==> src/rtl/complete_arb_pkg.sv <==
// Shared types and helpers for the completion arbiter: completion message layout
// and the modular sequence-number age compare.
package complete_arb_pkg;

  localparam int CMP_SEQ_W  = 8;
  localparam int CMP_ADDR_W = 5;
  localparam int CMP_DATA_W = 32;

  typedef struct packed {
    logic [CMP_SEQ_W-1:0]  seq_num;
    logic [CMP_ADDR_W-1:0] waddr;
    logic [CMP_DATA_W-1:0] wdata;
    logic                  wen;
  } cmp_msg_t;

  // a is older than b when (a - b) is negative in a w-bit two's complement view.
  function automatic logic seq_older(input logic [31:0] a, input logic [31:0] b,
                                     input int unsigned w);
    logic [31:0] diff;
    diff = a - b;
    return diff[5'(w - 32'd1)];
  endfunction

endpackage

==> src/rtl/complete_arbiter_rr_arbiter.sv <==
// Combinational round-robin priority scan starting at ptr; returns a one-hot
// grant, the encoded winner index and whether anything was granted.
module rr_arbiter
  import complete_arb_pkg::*;
#(
  parameter int p_num_pipes = 2,
  parameter int p_ptr_bits  = 1
) (
  input  logic [p_num_pipes-1:0] req,
  input  logic [p_ptr_bits-1:0]  ptr,
  output logic [p_num_pipes-1:0] grant,
  output logic [p_ptr_bits-1:0]  grant_idx,
  output logic                   grant_any
);

  function automatic logic [p_ptr_bits-1:0] scan_idx(input logic [p_ptr_bits-1:0] base,
                                                     input int unsigned offset);
    int unsigned sum;
    sum = (32'(base) + offset) % 32'(p_num_pipes);
    return p_ptr_bits'(sum);
  endfunction

  // First requester found walking ptr, ptr+1, ... wins.
  always_comb begin
    grant     = '0;
    grant_idx = '0;
    grant_any = 1'b0;
    for (int unsigned k = 0; k < 32'(p_num_pipes); k++) begin
      if (!grant_any && req[scan_idx(ptr, k)]) begin
        grant[scan_idx(ptr, k)] = 1'b1;
        grant_idx               = scan_idx(ptr, k);
        grant_any               = 1'b1;
      end else begin
      end
    end
  end

endmodule

==> src/rtl/complete_arbiter.sv <==
// Arbitrates execute-pipe completions onto the single registered completion path.
// Define COMPLETE_ARBITER_OLDEST_FIRST_EN to prefer the oldest sequence number.
module complete_arbiter
  import complete_arb_pkg::*;
#(
  parameter int p_num_pipes    = 2,
  parameter int p_seq_num_bits = CMP_SEQ_W
) (
  input  logic                                clk,
  input  logic                                rst,
  input  logic [p_num_pipes-1:0]              req_val,
  output logic [p_num_pipes-1:0]              req_rdy,
  input  logic [p_num_pipes*p_seq_num_bits-1:0] req_seq_num,
  input  logic [p_num_pipes*5-1:0]            req_waddr,
  input  logic [p_num_pipes*32-1:0]           req_wdata,
  input  logic [p_num_pipes-1:0]              req_wen,
  output logic                                cmp_val,
  output logic [p_seq_num_bits-1:0]           cmp_seq_num,
  output logic [4:0]                          cmp_waddr,
  output logic [31:0]                         cmp_wdata,
  output logic                                cmp_wen,
  output logic [31:0]                         grant_count
);

  localparam int PTR_W = (p_num_pipes > 1) ? $clog2(p_num_pipes) : 1;
  localparam logic [PTR_W-1:0] LAST_IDX = PTR_W'(p_num_pipes - 1);

  logic [PTR_W-1:0]          ptr_r;
  logic [PTR_W-1:0]          ptr_nxt_s;
  logic [PTR_W-1:0]          win_idx_s;
  logic [p_num_pipes-1:0]    arb_req_s;
  logic [p_num_pipes-1:0]    grant_s;
  logic                      win_any_s;
  logic [p_seq_num_bits-1:0] sel_seq_s;
  logic [4:0]                sel_waddr_s;
  logic [31:0]               sel_wdata_s;
  logic                      sel_wen_s;

`ifdef COMPLETE_ARBITER_OLDEST_FIRST_EN
  logic [p_num_pipes-1:0] oldest_s;

  // Drop any requester that some other valid requester is strictly older than.
  always_comb begin
    oldest_s = req_val;
    for (int i = 0; i < p_num_pipes; i++) begin
      for (int j = 0; j < p_num_pipes; j++) begin
        oldest_s[i] = oldest_s[i] & ~(req_val[j] & seq_older(
                        32'(req_seq_num[j*p_seq_num_bits +: p_seq_num_bits]),
                        32'(req_seq_num[i*p_seq_num_bits +: p_seq_num_bits]),
                        p_seq_num_bits));
      end
    end
  end

  // Fall back to plain round-robin if the in-flight window was violated.
  assign arb_req_s = (|oldest_s) ? oldest_s : req_val;
`else
  assign arb_req_s = req_val;
`endif

  rr_arbiter #(
    .p_num_pipes (p_num_pipes),
    .p_ptr_bits  (PTR_W)
  ) u_rr (
    .req       (arb_req_s),
    .ptr       (ptr_r),
    .grant     (grant_s),
    .grant_idx (win_idx_s),
    .grant_any (win_any_s)
  );

  assign req_rdy = grant_s;

  // One-hot AND-OR select of the winner's fields and the next priority pointer.
  always_comb begin
    sel_seq_s   = '0;
    sel_waddr_s = 5'd0;
    sel_wdata_s = 32'd0;
    sel_wen_s   = 1'b0;
    for (int i = 0; i < p_num_pipes; i++) begin
      sel_seq_s   = sel_seq_s   | (req_seq_num[i*p_seq_num_bits +: p_seq_num_bits]
                                   & {p_seq_num_bits{grant_s[i]}});
      sel_waddr_s = sel_waddr_s | (req_waddr[i*5 +: 5] & {5{grant_s[i]}});
      sel_wdata_s = sel_wdata_s | (req_wdata[i*32 +: 32] & {32{grant_s[i]}});
      sel_wen_s   = sel_wen_s   | (req_wen[i] & grant_s[i]);
    end
    ptr_nxt_s = (win_idx_s == LAST_IDX) ? '0 : win_idx_s + PTR_W'(1);
  end

  // Priority pointer, registered completion notification and grant counter.
  always_ff @(posedge clk or posedge rst) begin
    if (rst) begin
      ptr_r       <= '0;
      cmp_val     <= 1'b0;
      cmp_seq_num <= '0;
      cmp_waddr   <= 5'd0;
      cmp_wdata   <= 32'd0;
      cmp_wen     <= 1'b0;
      grant_count <= 32'd0;
    end else if (win_any_s) begin
      ptr_r       <= ptr_nxt_s;
      cmp_val     <= 1'b1;
      cmp_seq_num <= sel_seq_s;
      cmp_waddr   <= sel_waddr_s;
      cmp_wdata   <= sel_wdata_s;
      // x0 is hardwired: still report the completion, never write it.
      cmp_wen     <= sel_wen_s & (sel_waddr_s != 5'd0);
      grant_count <= grant_count + 32'd1;
    end else begin
      cmp_val     <= 1'b0;
      cmp_wen     <= 1'b0;
    end
  end

endmodule
==> config.mk <==
export PLATFORM = sky130hd
export DESIGN_NAME = complete_arbiter
export DESIGN_NICKNAME = d
export VERILOG_FILES = /design/src/rtl/complete_arb_pkg.sv /design/src/rtl/complete_arbiter_rr_arbiter.sv /design/src/rtl/complete_arbiter.sv
export SDC_FILE = /design/constraint.sdc
export NUM_CORES = 1
export LEC_CHECK = 0
export ABC_CLOCK_PERIOD_IN_PS = 2550
export BUFFER_PORTS_ARGS = -buffer_cell sky130_fd_sc_hd__buf_2
export CAP_MARGIN = 5
export CORE_AREA = 10 10 109 111
export DETAILED_ROUTE_END_ITERATION = 10
export DIE_AREA = 0 0 119 121
export PLACE_DENSITY = 0.76
export SYNTH_ARGS = -nofsm -noshare
export SYNTH_HDL_FRONTEND = slang
export SYNTH_SLANG_ARGS = --single-unit
==> constraint.sdc <==
create_clock -name clk -period 2.55 [get_ports clk]
set_input_delay 0.51 -clock clk [delete_from_list [all_inputs] [get_ports clk]]
set_output_delay 0.51 -clock clk [all_outputs]
set_load 0.01 [all_outputs]
==> results of run 1 <==
==> state kept, by name, indices dropped and copies added (netlist names), named ones only <==
name and cells:
cmp_seq_num 8, cmp_val 1, cmp_waddr 5, cmp_wdata 32, cmp_wen 1, grant_count 32
==> power by group <==
part | internal [mW] | switching [mW]
Combinational | 0.379 | 0.431
Clock | 0.579 | 0.469
Sequential | 1.43 | 0.144
==> worst max-delay path: cells and delay by family (launching register included) <==
kind	cells	cell delay [ps]
AND/OR/NAND/NOR	3	1090
XOR/XNOR	1	180
flip-flops	1	490
==> synth_stat cells, drive strengths merged <==
cell,count
and3,4
dfrtp,80
nand2b,1
nor2,95
inv,6
nor4,4
o22ai,45
nand4,11
clkbuf,14
xnor2,26
buf,6
a21boi,1
ha,1
o211ai,3
xor2,5
mux2,46
or4,2
nor3,3
and4,2
nand3,11
o2111ai,1
nand2,12
o21ai,1
and2,2
==> stage by stage <==
stage,power [mW],hold slack [ps]
global route,3.62,255
CTS,3.47,230
finish,3.43,234
global placement,2.38,456
detailed placement,2.41,471
floorplan,2.04,503
==> metal layers <==
metal / vias to the layer above / part of all wire, % / track usage [%]
met1: 1744 / 43 / 19.1
li1: 1695 / - / -
met5: - / 0 / 0
met3: 12 / 7.2 / 4.75
met2: 138 / 49 / 25.9
met4: 0 / 1.3 / 5.50
==> area by class of cell <==
class                   instances  area share, %
clock buffers                  11           2.71
clock inverters                 5           1.51
inverters                       6          0.504
multi-input cells             276           35.6
flip-flops and latches         80           38.4
well taps                     133           3.19
repair buffers                183           18.1
==> cells by family after synthesis <==
family	after synthesis	synth area share, %
compound gates	51	8.49
xor+xnor	31	6.85
fa+ha+maj	1	0.315
buf+inv	26	2.84
flops	80	50.5
mux	46	13.1
simple gates	147	18.0
==> worst max-delay path by stage <==
stage,slack (ps),end,startpoint,cells after the start
2_1_floorplan,800,req_rdy[0],req_val[0],3
3_3_place_gp,590,grant_count[18]$_DFFE_PP0P_,req_val[1],5
3_5_place_dp,540,grant_count[26]$_DFFE_PP0P_,req_val[1],5
4_1_cts,680,grant_count[26]$_DFFE_PP0P_,grant_count[9]$_DFFE_PP0P_,4
5_1_grt,550,grant_count[31]$_DFFE_PP0P_,grant_count[8]$_DFFE_PP0P_,4
6_report,680,grant_count[26]$_DFFE_PP0P_,grant_count[9]$_DFFE_PP0P_,4
==> flow_summary.yaml, run 1 <==
placement:
  dp_hpwl_um: 8970
  dpl-instance-area_mm2: 0.00499
  port_buffers: 176
  dp_slack_ps: 535
  dp.cells: 678
  place.gp.congestion: 0.844
floorplan:
  die_y_um: 121
  core_mm2: 0.00964
  io_pins: 177
  die_x_um: 119
  initial_core_util_pct: 41.1
  die_area_mm2: 0.0144
  num_rows: 36
cells_and_area:
  multi_input_area_mm2: 0.00185
  fin_util_pct: 54.1
  ff_latch_area_mm2: 0.00200
  final_cell_mix: "buf_2 (176), nor2_1 (95), dfrtp_1 (80)"
  final_nets: 653
  fillers: 888
  final_cell_area_mm2: 0.00522
  drive_gt1_share_pct: 46.0
  layout_commonest_cell: "buf_2"
  final_cells: 694
  areaGrowthSynthToFinish_pct: 31.5
  diodes: 0
synth:
  syn_nets: 479
  ys_warn_count: 0
  ys_seq_elements: 80
  synth_top_area_share_pct: 50.5
  ys_top_cells_by_area: "dfrtp_1 (50%), mux2_2 (13%), nor2_1 (9.0%), o22ai_1 (7.1%), xnor2_1 (5.7%)"
  synth_cell_types: 36
  ys_seq_area_share_pct: 50.5
  synth_area_leader_cell: "dfrtp_1"
  syn-instance-count: 382
  avgSynthCellArea_um2: 10.4
  synth_area_mm2: 0.00397
clock_tree:
  cts_setup_buffers: 0
  ctsRootBufferMaster: "clkbuf_8"
  cts_inserted_buffers: 9
  cts_tree: "yes"
  clk_pin_slew_worst_paths_ps: 80
  insertion_delay_ps: 350
  clock_path_buffers: 2
  clock-sinks: 80
  cts_hold_buf: 0
  ctsResizeCount: 0
  htree_levels: 3
critical_path:
  r2r_start: "grant_count[9]$_DFFE_PP0P_"
  path_cells: "nand4_4 -> nor4_4 -> nand3_1 -> xnor2_1"
  startpoint_type: "register"
  crit_path_top_delay_cell: "nor4_4"
  reg2reg_to: "grant_count[26]$_DFFE_PP0P_"
  required_ps: 2790
  r2r_slack_ps: 680
  crit_type: "reg2reg"
  ff2ff_path_depth: 4
  critPathArrivalTime_ps: 2110
  cp_max_fo: 13
  cp-end-kind: "register"
  slowest_delay_ps: 690
sta:
  slew_viol_final: 0
  final.min_clock_period_ps: 1870
  setup_tns_ps: 0
  period_share_pct: 73.5
  skew_ps: 11.9
  rsz0062_at_grt: "no"
  worst_slack_ps: 676
  slew_headroom_pct: 52.2
  fmax_mhz: 534
  hold_violations: 0
  setup_viol: 0
  worst_pin_slew_ps: 711
routing:
  vias_per_cell: 5.17
  first_pass_iters: 4
  drc: 0
  drt-total-wl_um: 11800
  ant_nets: 0
  drt-initial-drc-count: 177
  wl_per_cell_um: 17.0
  via_count: 3589
flow_run:
  max-cap-violations: 0
global_route:
  antenna_found_initial: 0
  grt_max_degree: 47
  track_usage_pct: 15.7
  grt_pass1_vias: 3819
  grt-ovfl-total: 0
  grt_pass1_wl_um: 18900
worst_hold_path:
  hp-class: "in2async"
power:
  leakage_nw: 2.56
  power.density_mw_per_mm2: 657
  irDropWorstVdd_mv: 0.346
outcome:
  status: "finished, final reports clean"
Note: power is estimated with default switching activity, not from simulation.
==> inputs of run 2 (changes only) <==
--- a/config.mk
+++ b/config.mk
@@ -5,13 +5,13 @@
 export SDC_FILE = /design/constraint.sdc
 export NUM_CORES = 1
 export LEC_CHECK = 0
-export ABC_CLOCK_PERIOD_IN_PS = 2550
+export ABC_CLOCK_PERIOD_IN_PS = 1900
 export BUFFER_PORTS_ARGS = -buffer_cell sky130_fd_sc_hd__buf_2
 export CAP_MARGIN = 5
 export CORE_AREA = 10 10 109 111
 export DETAILED_ROUTE_END_ITERATION = 10
 export DIE_AREA = 0 0 119 121
-export PLACE_DENSITY = 0.76
+export PLACE_DENSITY = 0.73
 export SYNTH_ARGS = -nofsm -noshare
 export SYNTH_HDL_FRONTEND = slang
 export SYNTH_SLANG_ARGS = --single-unit
==> constraint.sdc (replaced) <==
create_clock -name clk -period 1.9 [get_ports clk]
set_input_delay 0.38 -clock clk [delete_from_list [all_inputs] [get_ports clk]]
set_output_delay 0.38 -clock clk [all_outputs]
set_load 0.01 [all_outputs]
==> flow_summary.yaml, run 2 (synthesis results as in run 1) <==
clock_tree:
  clk_pin_slew_worst_paths_ps: 80
  htree_levels: 3
  insertion_delay_ps: 340
  cts_setup_buffers: 0
  clock-sinks: 80
  cts_tree: "yes"
  clock_path_buffers: 2
  ctsRootBufferMaster: "clkbuf_8"
  cts_inserted_buffers: 9
power:
  finalPower_mw: 4.45
  pwr-share-seq_pct: 46.8
  p_sw_mw: 1.39
  pwr-share-clk_pct: 26.9
  intPower_mw: 3.06
  swShare_pct: 31.2
  irDropWorstVdd_mv: 0.364
  combPwrFrac_pct: 26.4
  leakage_nw: 2.57
  power.density_mw_per_mm2: 850
sta:
  final.min_clock_period_ps: 1700
  setup_viol: 0
  setup_tns_ps: 0
  worst_slack_ps: 204
  hold_violations: 0
  slew_headroom_pct: 59.6
  period_share_pct: 89.3
  skew_ps: 7.98
  rsz0062_at_grt: "no"
  slew_viol_final: 0
  fmax_mhz: 590
  worst_pin_slew_ps: 606
placement:
  dp_slack_ps: 205
  dp.cells: 685
  dp_hpwl_um: 9250
  place.gp.congestion: 0.856
  port_buffers: 176
global_route:
  grt_max_degree: 48
  track_usage_pct: 16.4
  antenna_found_initial: 0
  grt_pass1_vias: 3781
  grt_pass1_wl_um: 19400
  grt-ovfl-total: 0
cells_and_area:
  fin_util_pct: 54.3
  final_cell_mix: "buf_2 (176), nor2_1 (95), dfrtp_1 (80)"
  final_cells: 701
  drive_gt1_share_pct: 46.4
  areaGrowthSynthToFinish_pct: 31.9
  final_nets: 660
  layout_commonest_cell: "buf_2"
  top_regs: "cmp_wdata x32, grant_count x32, cmp_seq_num x8"
routing:
  wl_per_cell_um: 17.3
  drc: 0
  vias_per_cell: 5.09
  drt-total-wl_um: 12100
  first_pass_iters: 4
  drt-initial-drc-count: 226
  via_count: 3568
  ant_nets: 0
floorplan:
  die_x_um: 119
  io_pins: 177
  die_area_mm2: 0.0144
  die_y_um: 121
  core_mm2: 0.00964
  num_rows: 36
  initial_core_util_pct: 41.1
critical_path:
  crit_type: "reg2out"
  slowest_delay_ps: 380
  critPathArrivalTime_ps: 1320
  required_ps: 1520
  r2r_slack_ps: 250
  crit_path_top_delay_cell: "dfrtp_1"
  reg2reg_to: "grant_count[31]$_DFFE_PP0P_"
  startpoint_type: "register"
  ff2ff_path_depth: 4
  r2r_start: "grant_count[4]$_DFFE_PP0P_"
  cp_max_fo: 10
  path_cells: "nand2b_2 -> nand2_2 -> inv_1 -> buf_2"
  cp-end-kind: "output pin"
outcome:
  status: "finished, final reports clean"
worst_hold_path:
  hp-class: "in2async"
flow_run:
  max-cap-violations: 0
run 2: power by group through the flow:
stage	Clock (mW)	Sequential, mW	Combinational, mW
detailed placement	0	2.11	1.19
global placement	0	2.09	1.15
floorplan	0	2.21	0.534
finish	1.19	2.08	1.17
CTS	1.25	2.08	1.19
global route	1.32	2.11	1.30
run 2: area by class of cell:
type                    count  area, µm²
repair buffers            190        998
inverters                   6       26.3
clock buffers              12        135
multi-input cells         276       1860
fillers                   862       4410
clock inverters             3       43.8
diodes                      1       2.50
flip-flops and latches     80       2000
well taps                 133        166
run 2: worst max path at each step:
stage | from | endpoint | slack [ps] | cells past startpoint
3_3_place_gp | req_val[0] | grant_count[18]$_DFFE_PP0P_ | 250 | 5
3_5_place_dp | req_val[0] | grant_count[16]$_DFFE_PP0P_ | 210 | 5
4_1_cts | register | req_rdy[1] | 50 | 4
2_1_floorplan | grant_count[0]$_DFFE_PP0P_ | grant_count[18]$_DFFE_PP0P_ | 310 | 5
6_report | register | req_rdy[1] | 200 | 4
5_1_grt | grant_count[4]$_DFFE_PP0P_ | grant_count[25]$_DFFE_PP0P_ | 80 | 4
run 2: repair_timing:
item	CTS	global route
hold buffers	0	0
hold endpoints to repair	0	0
endpoints found under the setup margin	0	1
gates resized for setup	0	1
run 2: metrics by stage:
step / area, µm² / hold slack, ps
3_5_place_dp: 5050 / 466
4_1_cts: 5230 / 158
2_1_floorplan: 3970 / 503
6_report: 5230 / 160
5_1_grt: 5230 / 169
3_3_place_gp: 5050 / 458
run 2: critical path: cells and delay by family (launching register included):
family                 cells  cell delay [ps]
DFF                        1              380
and+or+nand+nor            2              370
buffers and inverters      2              220
run 2: per-layer routing:
metal,track usage [%],wire [µm],vias up
li1,-,-,1702
met1,19.3,4940,1699
met2,26.3,5790,153
met3,7.03,1220,14
met4,5.34,172,0
met5,0,0,-
